File: src/rtl/instr_sequencer.sv
// Program sequencer: walks a synchronous instruction memory and issues one instruction
// at a time to the instruction unit. Define INSTR_SEQ_WDOG_EN to enable the done watchdog.
module instr_sequencer #(
  parameter int unsigned IMEM_DEPTH  = 1000,
  parameter int unsigned AW          = 10,
  parameter int unsigned CW          = 16,
  parameter int unsigned WDOG_CYCLES = 255,
  localparam int unsigned IW         = 19
) (
  input  logic          clk,
  input  logic          reset_n,
  input  logic          go,
  input  logic          abort,
  input  logic [AW-1:0] prog_len,
  output logic [AW-1:0] imem_addr,
  input  logic [IW-1:0] imem_data,
  output logic [IW-1:0] instr,
  output logic          instr_valid,
  input  logic          done,
  output logic          busy,
  output logic          finished,
  output logic [AW-1:0] pc,
  output logic [CW-1:0] instr_count,
  output logic          timeout
);

  localparam int unsigned LW = AW + 1;

  if ((64'(1) << AW) < 64'(IMEM_DEPTH)) begin : g_aw_chk
    $error("instr_sequencer: AW too small for IMEM_DEPTH");
  end
  if (WDOG_CYCLES == 0) begin : g_wdog_chk
    $error("instr_sequencer: WDOG_CYCLES must be at least 1");
  end

  typedef enum logic [1:0] {IDLE, FETCH, ISSUE, WAIT} state_t;

  state_t        state;
  logic [LW-1:0] len;
  logic [LW-1:0] len_clamp_c;
  logic          last_c;
  logic          retire_c;

  assign busy        = (state != IDLE);
  assign last_c      = (LW'(pc) == len - LW'(1));
  // Programs longer than the memory are truncated so pc stays in range
  assign len_clamp_c = (LW'(prog_len) > LW'(IMEM_DEPTH)) ? LW'(IMEM_DEPTH) : LW'(prog_len);

`ifdef INSTR_SEQ_WDOG_EN
  localparam int unsigned WDW = $clog2(WDOG_CYCLES + 1);

  logic [WDW-1:0] wdog_cnt;
  logic           expire_c;

  assign expire_c = !done && (wdog_cnt == WDW'(WDOG_CYCLES - 1));
  assign retire_c = done || expire_c;

  // Watchdog counts WAIT cycles without done; the timeout flag is sticky until the next run
  always_ff @(posedge clk or negedge reset_n) begin
    if (!reset_n) begin
      wdog_cnt <= '0;
      timeout  <= 1'b0;
    end else if (!abort) begin
      if (state == IDLE) begin
        if (go && (prog_len != '0)) timeout <= 1'b0;
      end else if (state == ISSUE) begin
        wdog_cnt <= '0;
      end else if ((state == WAIT) && !done) begin
        wdog_cnt <= wdog_cnt + WDW'(1);
        if (expire_c) timeout <= 1'b1;
      end
    end
  end
`else
  assign retire_c = done;
  assign timeout  = 1'b0;
`endif

  // Sequencer FSM with registered outputs
  always_ff @(posedge clk or negedge reset_n) begin
    if (!reset_n) begin
      state       <= IDLE;
      len         <= '0;
      pc          <= '0;
      imem_addr   <= '0;
      instr       <= '0;
      instr_valid <= 1'b0;
      finished    <= 1'b0;
      instr_count <= '0;
    end else begin
      instr_valid <= 1'b0;
      finished    <= 1'b0;
      if (abort) begin
        state <= IDLE;
      end else begin
        case (state)
          IDLE: begin
            if (go) begin
              if (prog_len == '0) begin
                finished <= 1'b1;
              end else begin
                len         <= len_clamp_c;
                pc          <= '0;
                imem_addr   <= '0;
                instr_count <= '0;
                state       <= FETCH;
              end
            end
          end
          FETCH: state <= ISSUE;
          ISSUE: begin
            instr       <= imem_data;
            instr_valid <= 1'b1;
            state       <= WAIT;
          end
          WAIT: begin
            if (retire_c) begin
              instr_count <= instr_count + CW'(1);
              if (last_c) begin
                finished <= 1'b1;
                state    <= IDLE;
              end else begin
                pc        <= pc + AW'(1);
                imem_addr <= pc + AW'(1);
                state     <= FETCH;
              end
            end
          end
          default: state <= IDLE;
        endcase
      end
    end
  end

endmodule

File: config.mk
export PLATFORM = sky130hd
export DESIGN_NAME = instr_sequencer
export DESIGN_NICKNAME = d
export VERILOG_FILES = /design/src/rtl/instr_sequencer.sv
export SDC_FILE = /design/constraint.sdc
export NUM_CORES = 1
export LEC_CHECK = 0
export ABC_CLOCK_PERIOD_IN_PS = 2300
export CAP_MARGIN = 25
export CORE_UTILIZATION = 43
export CTS_BUF_LIST = sky130_fd_sc_hd__clkbuf_16
export CTS_CLUSTER_SIZE = 14
export DETAILED_ROUTE_END_ITERATION = 16
export PLACE_DENSITY = 0.83
export RECOVER_POWER = 25
export SETUP_SLACK_MARGIN = 0.3
export SYNTH_ARGS = -nofsm -noshare
export SYNTH_HDL_FRONTEND = slang
export SYNTH_SLANG_ARGS = --single-unit
File: constraint.sdc
create_clock -name clk -period 2.3 [get_ports clk]
set_input_delay 0.345 -clock clk [delete_from_list [all_inputs] [get_ports clk]]
set_output_delay 0.345 -clock clk [all_outputs]
set_load 0.02 [all_outputs]
==> results.sh <==
export IMPL_synth_main_ff_cell="dfrtp_1"
export IMPL_rsz0062_at_grt="yes"
export IMPL_cp_top_family="simple AND/OR/NAND/NOR gates"
export IMPL_p_leak_nw=2.03
export IMPL_crit_type="flop to flop"
export IMPL_power_per_cell_area_nw_per_um2=1060
export IMPL_nFillCells=555
export IMPL_die_h_um=88.2
export IMPL_path_cells="inv_2, ha_4, nand3b_1, buf_4, nor2_1, or3_4, a31o_4, or4_1, a21oi_1"
export IMPL_ys_warn_count=0
export IMPL_num_rows=31
export IMPL_htreeDepth=3
export IMPL_end_kind="flop"
export IMPL_grt_pass1_wl_mm=13.9
export IMPL_globalplace_congestion=0.840
export IMPL_path_buf_inv=2
export IMPL_clkLatencyLatePin_ns=0.33
export IMPL_cts_clk_slew_worst_paths_ns=0.05
export IMPL_power_frac_comb_pct=46.0
export IMPL_syn_to_final_growth_pct=52.0
export IMPL_grt_use_total_pct=23.5
export IMPL_layout_nets=485
export IMPL_cp_data_arrival_time_ns=2.47
export IMPL_dp_hpwl_mm=6.01
export IMPL_drt_first_pass_iters=7
export IMPL_io_pins=93
export IMPL_slew_viol_final=0
export IMPL_p_int_mw=3.27
export IMPL_diodes=0
export IMPL_status="completed"
export IMPL_clock_path_buffers=2
export IMPL_die_w_um=88.2
export IMPL_synth_async_reset_ratio_pct=100
export IMPL_clockPowerShare_pct=23.2
export IMPL_grt_antenna_before_repair=0
export IMPL_yosys_top_cells_count="dfrtp_1 (59), nand2_1 (28), o21ai_0 (27)"
export IMPL_die_area_um2=7780
export IMPL_sw_frac_of_total_pct=36.7
export IMPL_avgSynthCellArea_um2=9.86
export IMPL_ys_ff_latch=59
export IMPL_worstMarginPinSlew_ns=0.886
export IMPL_synth_top_area_share_pct=46.2
export IMPL_initial_core_util_pct=44.3
export IMPL_max_stage_delay_ns=0.43
export IMPL_dr_total_vias=3085
export IMPL_drt_iter0_markers=170
export IMPL_ys_seq_area_share_pct=46.2
export IMPL_synth_net_count=365
export IMPL_grt_pass1_vias=2895
export IMPL_min_delay_path_class="primary input to flop"
export IMPL_synth_top_area_cell="dfrtp_1"
export IMPL_worstPathRequired_ns=2.55
export IMPL_antenna_left=0
export IMPL_final_min_clock_period_ns=2.22
export IMPL_synth_area_um2=3190
export IMPL_synth_most_common_cell="dfrtp_1"
export IMPL_max_slew_margin_rel_pct=41.0
export IMPL_cts_tree="done"
export IMPL_finalHoldViolCount=0
export IMPL_numPortBuffers=91
export IMPL_overflow=0
export IMPL_final_setup_skew_ns=0.00656
export IMPL_drv_cap=0
export IMPL_crit_path_top_delay_cell="or3_4"
export IMPL_drt_wl_total_mm=8.80
export IMPL_drc_errors=0
export IMPL_drt_vias_per_instance=5.63
export IMPL_core_region_area_um2=7210
export IMPL_cp_start_kind="flop"
export IMPL_max_vdd_ir_drop_mv=0.681
export IMPL_fin_ws_ns=0.0786
export IMPL_setup_violations=0
export IMPL_switchingPower_mw=1.89
export IMPL_synth_edf_count=0
export IMPL_clock_root_buffer="clkbuf_16"
export IMPL_dpl_worst_slack_ns=-0.189
export IMPL_syn_instance_count=324
export IMPL_grt_max_degree=31
export IMPL_p_total_mw=5.16
export IMPL_synthTopCellsByArea="dfrtp_1 (46%), mux2_2 (9.2%), o21ai_0 (4.2%)"
export IMPL_max_clock_freq_mhz=450
export IMPL_numCtsBuffers=9
export IMPL_drive_above_1_share_pct=25.2
export IMPL_fin_tns_setup_ns=0
export IMPL_min_period_over_period_pct=96.6
export IMPL_path_max_fanout=6
export IMPL_cts_sinks=59
export IMPL_wl_per_cell_um=16.1
export IMPL_p_seq_share_pct=30.8
export IMPL_whs_ns=0.356
export IMPL_synth_cell_type_count=49
==> kinds of logic after synthesis <==
group	synth area share, %
buffers and inverters	5.09
XOR/XNOR	2.70
adder cells (fa/ha/maj)	2.74
AND/OR/NAND/NOR	19.5
flip-flops	46.2
multiplexers	10.4
AO/OA/AOI/OAI	13.2
other	0.117
==> metal layers <==
layer	up-vias	part of all wire, %	wire, um	GRT usage (%)
li1	1409	-	-	-
met1	1516	41	3610	29.7
met2	133	50	4440	39.1
met4	0	2.8	250	11.3
met3	27	5.7	506	3.77
met5	-	0	0	0
==> stage by stage <==
stage	std cells	utilization (%)	instance area, um^2
6_report	548	67.3	4860
5_1_grt	548	67.3	4860
4_1_cts	544	65.7	4740
3_5_place_dp	515	59.4	4290
3_3_place_gp	515	59.4	4290
2_1_floorplan	324	-	3200
==> power by group through the flow <==
stage | clock network (mW) | registers [mW] | logic, mW
final | 1.20 | 1.59 | 2.37
after global routing | 1.26 | 1.64 | 2.55
after CTS | 1.20 | 1.59 | 2.25
after detailed placement | 0 | 1.61 | 2.00
after global placement | 0 | 1.59 | 1.93
after floorplan | 0 | 1.80 | 0.944
==> cell type report <==
type	count	area (um^2)	share of cell area [%]
clock inverter	7	45.0	0.928
sequential	59	1480	30.5
inverter	11	41.3	0.850
multi-input combinational	234	1720	35.4
timing repair buffer	129	1220	25.1
tap	99	124	2.55
clock buffer	9	225	4.64
==> sequential cells by signal (all words and copies together) (netlist names) <==
register	cells
finished	1
instr	19
instr_count	16
instr_valid	1
len	10
pc	10
state	2
==> what timing repair did <==
item                                    4_1_cts  5_1_grt
hold endpoints to repair                     14        0
setup buffers                                11        4
resized for setup                            21       27
endpoints found under the setup margin       36       28
pin swaps                                    13       10
hold buffers                                  1        0
gates cloned                                  1        0
==> final timing paths <==
path | from | to | slack (ns) | cells past startpoint
min in group asynchronous | reset_n | len[5] | 0.65 | 2
setup reg to reg | len[1] | pc[5] | 0.08 | 9
hold / removal | prog_len[3] | len[3] | 0.36 | 3
hold reg to reg | instr[14] | instr[14] | 0.50 | 1
max in group asynchronous | reset_n | instr[2] | 0.40 | 3
setup / recovery | len[1] | pc[5] | 0.08 | 9
==> cells in the final DEF (no fill, tap or decap), types with 7 or more instances in the layout <==
master | synthesis | routed
a21oi_1 | 12 | 12
inv_1 | 11 | 9
nand3_1 | 17 | 17
dfrtp_1 | 59 | 54
buf_4 | 11 | 33
dlymetal6s2s_1 | 0 | 7
clkbuf_16 | 0 | 9
clkdlybuf4s50_1 | 0 | 82
or3_1 | 8 | 8
nand2_1 | 28 | 28
nor2_1 | 20 | 17
nand4_1 | 7 | 7
mux2_2 | 26 | 26
o21ai_0 | 27 | 24
==> worst min-delay path, cell delays in order <==
cell            delay [ns]
dlymetal6s2s_1        0.16
inv_1                 0.07
a31oi_1               0.06
Power figures use the tool's default switching activity.
